File: src/rtl/vec_decrypt_pkg.sv
// Shared types and byte helpers for the vector-datapath decryption engine.
package vec_decrypt_pkg;

  localparam int unsigned BYTE_W      = 8;
  localparam int unsigned WORD_BYTES  = 4;
  localparam int unsigned DEFAULT_ROT = 3;

  typedef enum logic [1:0] {
    IDLE,
    BUSY,
    DONE
  } state_t;

  function automatic logic [BYTE_W-1:0] rotl8(input logic [BYTE_W-1:0] x,
                                              input int unsigned r);
    logic [2*BYTE_W-1:0] d;
    d = {x, x} << (r % BYTE_W);
    return d[2*BYTE_W-1:BYTE_W];
  endfunction

  function automatic logic [BYTE_W-1:0] rotr8(input logic [BYTE_W-1:0] x,
                                              input int unsigned r);
    logic [2*BYTE_W-1:0] d;
    d = {x, x} >> (r % BYTE_W);
    return d[BYTE_W-1:0];
  endfunction

endpackage

File: src/rtl/byte_decrypt_unit.sv
// Combinational inverse of the byte transform c = rotl(p ^ prev, ROT) + k.
module byte_decrypt_unit
  import vec_decrypt_pkg::*;
#(
  parameter int unsigned ROT = DEFAULT_ROT
) (
  input  logic [BYTE_W-1:0] c,
  input  logic [BYTE_W-1:0] k,
  input  logic [BYTE_W-1:0] prev,
  output logic [BYTE_W-1:0] p
);

  logic [BYTE_W-1:0] diff;

  always_comb begin
    diff = c - k;
    p    = rotr8(diff, ROT) ^ prev;
  end

endmodule

File: src/rtl/vec_byte_decryptor.sv
// Byte-serial decryption coprocessor: accepts a ciphertext word, undoes the
// chained per-byte transform MSB first, and returns plaintext on a handshake.
module vec_byte_decryptor
  import vec_decrypt_pkg::*;
#(
  parameter int unsigned ROT   = DEFAULT_ROT,
  parameter int unsigned CNT_W = 16
) (
  input  logic                         clk,
  input  logic                         rst_n,
  input  logic                         iv_load,
  input  logic [BYTE_W-1:0]            iv,
  input  logic [WORD_BYTES*BYTE_W-1:0] key,
  input  logic                         in_valid,
  output logic                         in_ready,
  input  logic [WORD_BYTES*BYTE_W-1:0] in_data,
  output logic                         out_valid,
  input  logic                         out_ready,
  output logic [WORD_BYTES*BYTE_W-1:0] out_data,
  output logic [BYTE_W-1:0]            chain_out,
  output logic [CNT_W-1:0]             word_cnt
);

  localparam int unsigned WORD_W = WORD_BYTES * BYTE_W;
  localparam int unsigned IDX_W  = $clog2(WORD_BYTES);

  state_t                 state, state_nxt;
  logic [IDX_W-1:0]       idx;
  logic [WORD_W-1:0]      cbuf;
  logic [WORD_W-1:0]      kbuf;
  logic [BYTE_W-1:0]      chain;
  logic [BYTE_W-1:0]      cur_c, cur_k, cur_p;
  logic                   accept, deliver;

  always_ff @(posedge clk or negedge rst_n) begin
    if (!rst_n) state <= IDLE;
    else        state <= state_nxt;
  end

  always_comb begin
    state_nxt = state;
    in_ready  = 1'b0;
    out_valid = 1'b0;
    accept    = 1'b0;
    deliver   = 1'b0;
    case (state)
      IDLE: begin
        in_ready = 1'b1;
        accept   = in_valid;
        if (in_valid) state_nxt = BUSY;
      end
      BUSY: begin
        if (idx == '0) state_nxt = DONE;
      end
      DONE: begin
        out_valid = 1'b1;
        deliver   = out_ready;
        if (out_ready) state_nxt = IDLE;
      end
      default: state_nxt = IDLE;
    endcase
  end

  always_comb begin
    cur_c = cbuf[{idx, 3'b000} +: BYTE_W];
    cur_k = kbuf[{idx, 3'b000} +: BYTE_W];
  end

  byte_decrypt_unit #(.ROT(ROT)) u_byte (
    .c    (cur_c),
    .k    (cur_k),
    .prev (chain),
    .p    (cur_p)
  );

  // The ciphertext byte, not the recovered plaintext, feeds the next byte's chain.
  always_ff @(posedge clk or negedge rst_n) begin
    if (!rst_n) begin
      idx      <= IDX_W'(WORD_BYTES - 1);
      cbuf     <= '0;
      kbuf     <= '0;
      out_data <= '0;
      chain    <= '0;
      word_cnt <= '0;
    end else begin
      case (state)
        IDLE: begin
          if (iv_load) begin
            chain    <= iv;
            word_cnt <= '0;
          end
          if (accept) begin
            cbuf <= in_data;
            kbuf <= key;
            idx  <= IDX_W'(WORD_BYTES - 1);
          end
        end
        BUSY: begin
          out_data[{idx, 3'b000} +: BYTE_W] <= cur_p;
          chain <= cur_c;
          idx   <= idx - 1'b1;
        end
        DONE: begin
          if (deliver) word_cnt <= word_cnt + 1'b1;
        end
        default: ;
      endcase
    end
  end

  assign chain_out = chain;

endmodule

File: config.mk
export PLATFORM = sky130hd
export DESIGN_NAME = vec_byte_decryptor
export DESIGN_NICKNAME = d
export VERILOG_FILES = /design/src/rtl/vec_decrypt_pkg.sv /design/src/rtl/byte_decrypt_unit.sv /design/src/rtl/vec_byte_decryptor.sv
export SDC_FILE = /design/constraint.sdc
export NUM_CORES = 1
export LEC_CHECK = 0
export CORE_ASPECT_RATIO = 0.7
export CORE_MARGIN = 3
export CORE_UTILIZATION = 56
export CTS_BUF_LIST = sky130_fd_sc_hd__clkbuf_8
export DETAILED_ROUTE_END_ITERATION = 16
export PLACE_DENSITY = 0.93
export SKIP_LAST_GASP = 1
export SYNTH_ARGS = -nofsm -noshare
export SYNTH_HDL_FRONTEND = slang
export SYNTH_HIERARCHICAL = 1
export SYNTH_SLANG_ARGS = --single-unit
File: constraint.sdc
create_clock -name clk -period 5.9 [get_ports clk]
set_input_delay 0.885 -clock clk [delete_from_list [all_inputs] [get_ports clk]]
set_output_delay 0.885 -clock clk [all_outputs]
set_load 0.02 [all_outputs]
# Word-level counts from Yosys, hierarchy flattened
# Cells that the tools add are included.
# Widths: inputs -> output; s select.
dict set report classes {
  add_sub_neg 4
  eq_ne 8
  n_shift 4
  muxes 16
  n_bitwise 1
  reduce_logical 9
}
# cell count
set op_table {}
lappend op_table {{$shiftx 32x6->8} 2}
lappend op_table {{$bwmux 32} 1}
lappend op_table {{$mux 16} 2}
lappend op_table {{$pmux 16 s2} 1}
lappend op_table {{$shift 8x7->32 const A} 1}
lappend op_table {{$shiftx 8x7->32} 1}
lappend op_table {{$add 16x1->16 const B} 1}
lappend op_table {{$pmux 8 s2} 1}
lappend op_table {{$ne 2x2->1 const B} 6}
lappend op_table {{$mux 2} 4}
lappend op_table {{$mux 8} 1}
lappend op_table {{$sub 8x8->8} 1}
lappend op_table {{$xor 8x8->8} 1}
lappend op_table {{$neg 5->7} 1}
lappend op_table {{$pmux 2 s3} 1}
lappend op_table {{$reduce_and 2->1} 3}
lappend op_table {{$reduce_and 3->1} 2}
lappend op_table {{$logic_not 2->1} 2}
lappend op_table {{$mux 1} 4}
lappend op_table {{$pmux 2 s2} 1}
lappend op_table {{$reduce_bool 2->1} 2}
lappend op_table {{$eq 2x1->1 const B} 1}
lappend op_table {{$eq 2x2->1 const B} 1}
lappend op_table {{$sub 2x1->2 const B} 1}
dict set report word_totals {
  ff_bits 124
  wordCells 49
}

# Depth between registers and ports, before layout
# Gate-level depths: netlist of the first run.
dict set report logic_depth {
  ltp_word 5
  ltp_mapped 11
  depth_no_buf 10
}

# By module
# Netlist of the first run, hierarchy kept.
# module instances cells_each area_per_inst_um2 seq_area_each_um2
set by_module_without_submodules {}
lappend by_module_without_submodules {vec_byte_decryptor 1 523 5380.2 3105.5}
lappend by_module_without_submodules {byte_decrypt_unit 1 45 355.3 0.0}

# Least setup slack after synthesis of the first run
# Ideal clock, no wire load.
dict set report synth_path {
  kind {register to register}
  startpoint {register idx[1]}
  endpoint {register out_data[3]}
  t_arrival_ns 2.931
  slack_ns 2.848
  path_stages_with_launch 12
  path_buffers 2
  cell_sequence {dfstp_2 -> clkbuf_1 -> clkbuf_1 -> mux4_2 -> ha_1 -> inv_1 -> fa_1 -> a21o_1 -> a221o_1 -> a21oi_2 -> xnor2_1 -> a22o_1}
}
dict set report synth_between {
  elab_chain_len 5
  word_cells_on_any_way 8
}
# element line
set synth_lines {}
lappend synth_lines {{start: declaration} vec_byte_decryptor.sv:28} ;# logic [IDX_W-1:0] idx;
lappend synth_lines {{start signal: assignment} vec_byte_decryptor.sv:79} ;# idx <= IDX_W'(WORD_BYTES - 1);
lappend synth_lines {{start signal: assignment} vec_byte_decryptor.sv:95} ;# idx <= IDX_W'(WORD_BYTES - 1);
lappend synth_lines {{start signal: assignment} vec_byte_decryptor.sv:101} ;# idx <= idx - 1'b1;
lappend synth_lines {{$shiftx 32x6->8} vec_byte_decryptor.sv:66} ;# cur_k = kbuf[{idx, 3'b000} +: BYTE_W];
lappend synth_lines {{via cur_k[0]} vec_byte_decryptor.sv:32} ;# logic [BYTE_W-1:0] cur_c, cur_k, cur_p;
lappend synth_lines {{$sub 8x8->8} byte_decrypt_unit.sv:16} ;# diff = c - k;
lappend synth_lines {{$xor 8x8->8} byte_decrypt_unit.sv:17} ;# p = rotr8(diff, ROT) ^ prev;
lappend synth_lines {{via cur_p[3]} vec_byte_decryptor.sv:32}
lappend synth_lines {{$shiftx 8x7->32} vec_byte_decryptor.sv:99} ;# out_data[{idx, 3'b000} +: BYTE_W] <= cur_p;
lappend synth_lines {{$bwmux 32} vec_byte_decryptor.sv:99}
lappend synth_lines {{end signal: indexed assignment} vec_byte_decryptor.sv:99}
lappend synth_lines {{end: declaration} vec_byte_decryptor.sv:19} ;# output logic [WORD_BYTES*BYTE_W-1:0] out_data,
# The timed path passes the listed nets, and every way through them passes these cells.
# A chain may end at the register's enable or synchronous reset.

# Worst setup path in the final report of the first run
dict set report layout_path {
  startpoint {register idx[0]}
  endpoint {register out_data[11]}
}
dict set report layout_between {
  elab_chain_len 5
  word_cells_on_any_way 8
}
# element line
set layout_lines {}
lappend layout_lines {{$shiftx 32x6->8} vec_byte_decryptor.sv:65} ;# cur_c = cbuf[{idx, 3'b000} +: BYTE_W];
lappend layout_lines {{via cur_c[0]} vec_byte_decryptor.sv:32}
lappend layout_lines {{$sub 8x8->8} byte_decrypt_unit.sv:16}
lappend layout_lines {{$xor 8x8->8} byte_decrypt_unit.sv:17}
lappend layout_lines {{via cur_p[3]} vec_byte_decryptor.sv:32}
lappend layout_lines {{$shiftx 8x7->32} vec_byte_decryptor.sv:99}
lappend layout_lines {{$bwmux 32} vec_byte_decryptor.sv:99}
# The timed path passes the listed nets, and every way through them passes these cells.

==> results of run 1 <==
==> per-layer routing <==
metal | global-route usage | up-vias | part of all wire
met3 | 0.06560 | 40 | 0.079
met1 | 0.3614 | 2401 | 0.41
met5 | 0 | - | 0
li1 | - | 2181 | -
met4 | 0.1134 | 0 | 0.029
met2 | 0.4489 | 245 | 0.48
==> how the worst min path moves through the flow <==
| stage | start | endpoint | slack, ns | cells past startpoint |
|---|---|---|---|---|
| after global routing | cbuf[21]$_DFFE_PN0P_ | cbuf[21]$_DFFE_PN0P_ | 0.49 | 2 |
| after floorplan | cbuf[16]$_DFFE_PN0P_ | cbuf[16]$_DFFE_PN0P_ | 0.44 | 2 |
| after CTS | cbuf[23]$_DFFE_PN0P_ | cbuf[23]$_DFFE_PN0P_ | 0.48 | 2 |
| after detailed placement | cbuf[23]$_DFFE_PN0P_ | cbuf[23]$_DFFE_PN0P_ | 0.46 | 2 |
| after global placement | kbuf[8]$_DFFE_PN0P_ | kbuf[8]$_DFFE_PN0P_ | 0.45 | 2 |
| final | cbuf[23]$_DFFE_PN0P_ | cbuf[23]$_DFFE_PN0P_ | 0.47 | 2 |
==> power groups by stage <==
stage	logic (mW)	registers, mW	clock network, mW
after floorplan	1.59	1.47	0
after global placement	2.24	1.46	0
after detailed placement	2.37	1.49	0
after CTS	2.40	1.48	0.815
after global routing	2.64	1.52	0.847
final	2.42	1.48	0.810
==> final cells by class <==
cell class / instances / area (µm²)
Fill cell: 592 / 2265
Clock inverter: 12 / 153.9
Timing Repair Buffer: 135 / 1346
Inverter: 13 / 48.80
Multi-Input combinational cell: 407 / 2480
Sequential cell: 124 / 3105
Clock buffer: 20 / 275.3
Tap cell: 128 / 160.2
==> cell usage in the layout, fill, tap and decap left out, types with 10 or more instances in the layout <==
cell | synthesis | final
dfrtp_1 | 122 | 122
inv_1 | 13 | 18
a22o_1 | 32 | 32
a21oi_1 | 10 | 10
clkdlybuf4s50_1 | 0 | 133
nand2_1 | 225 | 224
ha_1 | 13 | 13
o21ai_0 | 13 | 13
clkbuf_8 | 0 | 20
nor2_1 | 19 | 19
mux4_2 | 16 | 16
xnor2_1 | 17 | 17
==> registers in the layout, indices dropped and copies added, names as in the netlist <==
name and count:
word_cnt 16, cbuf 32, kbuf 32, state 2
idx 2, chain_out 8, out_data 32
==> critical path, cell delays in order (launching register included) <==
cell and delay [ns]:
dfstp_2 1.03, mux4_2 0.61, inv_1 0.08, ha_1 0.18, inv_1 0.06, fa_1 0.40
a21o_1 0.21, a221o_1 0.33, a21oi_2 0.16, xnor2_1 0.13, a22o_1 0.23
==> cell families (layout without fill, tap and decap cells) <==
kind of cell	count (synthesis)	in the layout
xor gates and xnor gates	24	24
buffers and inverters	37	180
DFF	124	124
AOI/OAI and AO/OA	69	69
and+or+nand+nor	283	283
adders and majority gates	14	14
muxes	17	17
==> through the flow <==
| step | total power [mW] | area, µm² | hold slack, ns |
|---|---|---|---|
| CTS | 4.691 | 7570 | 0.4751 |
| detailed placement | 3.858 | 7141 | 0.4581 |
| finish | 4.715 | 7570 | 0.4718 |
| global placement | 3.700 | 7141 | 0.4537 |
| global route | 5.008 | 7570 | 0.4941 |
| floorplan | 3.059 | 5736 | 0.4403 |
==> key figures, run 1 <==
Outcome
  • Status: completed

Critical path
  • Critical Path Source: idx[0]$_DFFE_PN1P_
  • Crit Path Class: flip-flop to flip-flop
  • Crit path to: out_data[11]$_DFFE_PN0P_
  • R2R setup slack: ~2.4 ns
  • Critical Path RT: 6.23 ns
  • RR Endpoint: out_data[11]$_DFFE_PN0P_
  • Critical Path AT: 3.88 ns
  • Worst r2r src: idx[0]$_DFFE_PN1P_
  • CP startpoint kind: flip-flop
  • Reg2reg path depth: 10
  • Worst Setup End Kind: flip-flop
  • Max FO, Critical Path: 23

Clock tree
  • Root buffer cell: clkbuf_8
  • Num CTS Buffers: 17
  • Post-CTS Setup Repair Bufs: 0
  • H-tree depth: 4
  • # resized after CTS: 0
  • Clock Path Buffers: 2
  • Clk slew on worst S/H paths: 0.07 ns
  • CTS tree: yes
  • Clock Latency Late Sink: 0.44 ns
  • # hold bufs at CTS: 0
  • Clock sinks: 124

Synthesis
  • Syn Area/Cell: 10.10 µm²
  • Most common cell in the netlist: nand2_1
  • Synth Net Count: 659
  • Synth Area in Adders: 0.03185
  • Ys Warns: 6
  • Simple-Gate Fraction of Synth Area: 0.2110
  • Compound-cell area share of the yosys netlist: 0.08704
  • Largest family of logic cells by synthesized area: simple AND/OR/NAND/NOR gates
  • Post-synth EDFFs: 0
  • Area of the mapped netlist: 5736 µm²
  • Sequential-to-total area share from yosys stat: 0.5414
  • Most common library cells after synthesis: nand2_1, dfrtp_1, a22o_1, nor2_1, xnor2_1
  • Async SR Flop Fraction: 1.000
  • Flops & latches, synth: roughly 120
  • Syn Inst Count: 568
  • Post-synthesis mux area share: 0.06523
  • Ys flop type: dfrtp_1
  • Post-synth top area share: 0.5323
  • Area contributors post-synth: dfrtp_1, nand2_1, mux4_2
  • Distinct cells, synth: 43
  • Cell taking the most area after synthesis: dfrtp_1
  • Post-Synth XOR/XNOR Area: 0.03665

STA
  • Worst Max-Slew Pin Slew: 1.225 ns
  • Hold Vio Cnt, Final: 0
  • Slew headroom: 0.1829
  • RSZ-0062 raised after global routing: false
  • Setup Total Neg Slack: 0 ns
  • Fmax: 281.7 MHz
  • Final period utilization: 0.6017
  • Post-route clock skew: 0.008103 ns
  • Final WS setup: 2.350 ns
  • Post-route minimum period: approximately 3.5 ns
  • Final slew viol count: 0
  • Number of setup violations in the final report: 0

Power and ir drop
  • Clock network fraction of total power: 0.172
  • Internal power: between 2 and 3 mW
  • Pleak: 3.555 nW
  • Sequential share of power: 0.314
  • Sw frac: 0.4332
  • Combinational power share: 0.514
  • Max VDD drop: 0.4355 mV
  • NetSw: 2.042 mW
  • Pwr/cell area: ~620 nW/µm²

Drt
  • Drc violations: 0
  • Initial detailed-routing violation count: 360
  • Vias per inst: 5.801
  • Antenna Nets Post-Route: 0
  • Post-Route WL: ~15 mm
  • Vias: approximately 4900
  • Drt pass-1 iters: 5
  • Avg WL per Cell: 18.27 µm

Run
  • Number of max-cap violations: 0

Floorplanning
  • Boundary pin count: roughly 140
  • FP Rows: 30
  • Core ar.: 9834 µm²
  • Initial core utilization: 0.5832
  • Die Ht: slightly above 90 µm
  • Die Width: 127.0 µm
  • Die area: 11510 µm²

Worst hold path
  • HP Class: flip-flop to flip-flop

Global route
  • Initial antenna violation count: 0
  • GRT Util Overall: 0.2769
  • GRT overflow: 0
  • Global-route wire length before repair: 24.62 mm
  • Largest net degree at the start of global routing: 68
  • Vias in the first global route: 4843

Finish
  • Fin util: 0.7697
  • Fraction of final layout cells sized beyond drive strength 1: 0.08158
  • Nets@finish: 789
  • Post-Layout Cell Count: about 840
  • ANT cells: 0
  • Synthesis-to-layout area growth: 31.98%

Placement
  • Routability cong.: a little under 0.9
  • Dpl ws: 2.358 ns
  • Input/output buffers: 134
  • HPWL after detailed placement: 10.91 mm
  • Placed Cells: 807
Power figures use the tool's default switching activity.
==> inputs of run 2 (changes only) <==
--- a/config.mk
+++ b/config.mk
@@ -7,10 +7,10 @@
 export LEC_CHECK = 0
 export CORE_ASPECT_RATIO = 0.7
 export CORE_MARGIN = 3
-export CORE_UTILIZATION = 56
+export CORE_UTILIZATION = 52
 export CTS_BUF_LIST = sky130_fd_sc_hd__clkbuf_8
 export DETAILED_ROUTE_END_ITERATION = 16
-export PLACE_DENSITY = 0.93
+export PLACE_DENSITY = 0.88
 export SKIP_LAST_GASP = 1
 export SYNTH_ARGS = -nofsm -noshare
 export SYNTH_HDL_FRONTEND = slang
==> constraint.sdc (replaced) <==
create_clock -name clk -period 3.3 [get_ports clk]
set_input_delay 0.495 -clock clk [delete_from_list [all_inputs] [get_ports clk]]
set_output_delay 0.495 -clock clk [all_outputs]
set_load 0.02 [all_outputs]
==> key figures, run 2 (same netlist as run 1, synthesis figures left out) <==
Outcome
  • Status: completed

Drt
  • Post-Route WL: 15.18 mm (-1.0%)
  • Vias per inst: 5.466 (-5.8%)
  • Drt pass-1 iters: 5 (unchanged)
  • Initial detailed-routing violation count: 417 (+16%)
  • Antenna Nets Post-Route: 0 (unchanged)
  • Vias: 4739 (-2.6%)
  • Avg WL per Cell: 17.51 µm (-4.2%)
  • Drc violations: 0 (unchanged)

Power and ir drop
  • Clock network fraction of total power: 0.173 (about the same)
  • NetSw: 3.685 mW (+80%)
  • Combinational power share: 0.523 (+0.009)
  • Internal power: 4.833 mW (+81%)
  • Sw frac: 0.4326 (-0.0005498)
  • Pwr/cell area: 1109 nW/µm² (+78%)
  • Total Power: 8.517 mW (+81%)
  • Sequential share of power: 0.304 (-0.010)
  • Max VDD drop: 0.6983 mV (+60%)
  • Pleak: 3.590 nW (+0.96%)

Global route
  • GR Layer Usage met3: 0.07709 (+0.01148)
  • Largest net degree at the start of global routing: 76 (+12%)
  • GR Util met2: 0.4065 (-0.04243)
  • Vias in the first global route: 4948 (+2.2%)
  • Met1 Resource Use GR: 0.3354 (-0.02602)
  • GRT Util Overall: 0.2591 (-0.01778)
  • Top Usage Layer GRT: met2
  • Global-route wire length before repair: 24.99 mm (+1.5%)
  • Initial antenna violation count: 0 (unchanged)
  • GRT overflow: 0 (unchanged)

Finish
  • ANT cells: 0 (unchanged)
  • Fraction of final layout cells sized beyond drive strength 1: 0.09736 (+0.01578)
  • Most frequent cells in the layout: nand2_1, clkdlybuf4s50_1, dfrtp_1
  • Multi-input gate area: 2480 µm² (unchanged)
  • Synthesis-to-layout area growth: 33.94%
  • Nets@finish: 797 (+1.0%)
  • Most common cell after layout, fill and taps aside: nand2_1
  • Sequential Area: 3105 µm² (unchanged)
  • Largest registers: cbuf (32), kbuf (32), out_data (32)
  • Fillers: 717 (+21%)

Critical path
  • Critical Path Source: idx[0]$_DFFE_PN1P_
  • Reg2reg path depth: 8 (-2)
  • Family with the most delay on the worst path: compound AO/OA/AOI/OAI gates
  • RR Endpoint: out_data[20]$_DFFE_PN0P_
  • CP max-delay cell: dfstp_2
  • Worst r2r src: idx[0]$_DFFE_PN1P_
  • Critical Path AT: 3.46 ns (-0.42 ns)
  • Crit Path Class: flip-flop to flip-flop
  • Critical Path RT: 3.67 ns (-2.56 ns)
  • Worst Setup End Kind: flip-flop
  • Max incr delay on CP: 0.64 ns (-0.39 ns)
  • Max FO, Critical Path: 7 (-70%)
  • R2R setup slack: 0.21 ns (-2.14 ns)
  • WP buf/inv: 1 (-1)
  • Crit-path cells: buf_4 -> mux4_2 -> ha_1 -> nand2_1 -> o21ai_0 -> a41oi_1 -> xnor2_1 -> a22o_1
  • CP startpoint kind: flip-flop

STA
  • Post-route clock skew: 0.01044 ns (+0.002333 ns)
  • Slew headroom: 0.5512 (+0.3682)
  • RSZ-0062 raised after global routing: false
  • Number of setup violations in the final report: 0 (unchanged)
  • Hold Vio Cnt, Final: 0 (unchanged)
  • Setup Total Neg Slack: 0 ns (unchanged)
  • Post-route minimum period: 3.087 ns (-0.4632 ns)
  • Final slew viol count: 0 (unchanged)
  • Fmax: 324.0 MHz (+15%)
  • Worst Max-Slew Pin Slew: 0.6733 ns (-0.5516 ns)
  • Final period utilization: 0.9353 (+0.3337)

Clock tree
  • # resized after CTS: 0 (unchanged)
  • Root buffer cell: clkbuf_8
  • Clock sinks: 124 (unchanged)
  • Num CTS Buffers: 17 (unchanged)
  • Post-CTS Setup Repair Bufs: 0 (unchanged)
  • CTS tree: yes
  • Clk slew on worst S/H paths: 0.08 ns (about the same)
  • # hold bufs at CTS: 0 (unchanged)
  • Clock Latency Late Sink: 0.44 ns (about the same)
  • H-tree depth: 4 (unchanged)
  • Clock Path Buffers: 2 (unchanged)

Floorplanning
  • Core ar.: 10550 µm² (+7.3%)
  • FP Rows: 31 (+3.3%)
  • Die area: 12350 µm² (+7.3%)
  • Die Ht: 93.87 µm (+3.5%)
  • Boundary pin count: 135 (unchanged)
  • Initial core utilization: 0.5436 (-0.03956)
  • Die Width: 131.5 µm (+3.6%)

Worst hold path
  • HP Class: input port to asynchronous set/reset pin

Placement
  • Input/output buffers: 134 (unchanged)
  • Routability cong.: 0.8642 (-0.31%)
  • HPWL after detailed placement: 10.99 mm (+0.72%)

Run
  • Number of max-cap violations: 0 (unchanged)
## run 2: cell count changes in the layout (fill, tap and decap cells not counted), sizes merged
cell | before | now
clkinv | 3 | 6
buf | 2 | 10
clkinvlp | 0 | 1
inv | 18 | 14
## run 2: per-stage QoR
step | hold slack [ns] | util | worst slack, ns | instance area [µm²] | cells
2_1_floorplan | 0.1994 | - | 0.2478 | 5736 | 568
3_3_place_gp | 0.4540 | 0.6861 | 0.3799 | 7238 | 835
3_5_place_dp | 0.4613 | 0.6861 | 0.2722 | 7238 | 835
4_1_cts | 0.07806 | 0.7282 | 0.2355 | 7682 | 867
5_1_grt | 0.1205 | 0.7282 | 0.04526 | 7682 | 867
6_report | 0.08174 | 0.7282 | 0.2134 | 7682 | 867
## run 2: power groups by stage
stage	clock [mW]	sequential (mW)	combinational [mW]
after floorplan	0	2.62	2.85
after CTS	1.49	2.58	4.42
after global placement	0	2.58	4.17
final	1.48	2.59	4.45
after global routing	1.56	2.64	4.85
after detailed placement	0	2.59	4.36
## run 2: cell type report
cell class                 instances  area share
inverter                          13    0.006352
multi-input combinational        407      0.3228
clock inverter                    12     0.02199
tap                              148     0.02410
sequential                       124      0.4042
clock buffer                      20     0.03583
timing repair buffer             143      0.1847
## run 2: how the worst max path moves through the flow
stage / to / slack, ns / cells after the start
3_3_place_gp: out_data[19]$_DFFE_PN0P_ / 0.38 / 10
2_1_floorplan: out_data[3]$_DFFE_PN0P_ / 0.25 / 11
6_report: out_data[20]$_DFFE_PN0P_ / 0.21 / 8
3_5_place_dp: out_data[10]$_DFFE_PN0P_ / 0.27 / 8
4_1_cts: out_data[20]$_DFFE_PN0P_ / 0.24 / 8
5_1_grt: out_data[26]$_DFFE_PN0P_ / 0.05 / 8
## run 2: layer usage
layer  wire length [µm]  vias to the layer above  share of wire
met5                  0                        -              0
met4                346                        0          0.023
met3               1226                       30          0.081
met2               7141                      213           0.47
met1               6465                     2303           0.43
li1                   -                     2193              -
## run 2: worst reg2reg max path, cell delays in order (launching register included)
cell and delay (ns):
dfstp_2 0.64, buf_4 0.22, mux4_2 0.55, ha_1 0.40
nand2_1 0.07, o21ai_0 0.34, a41oi_1 0.21, xnor2_1 0.39
a22o_1 0.20
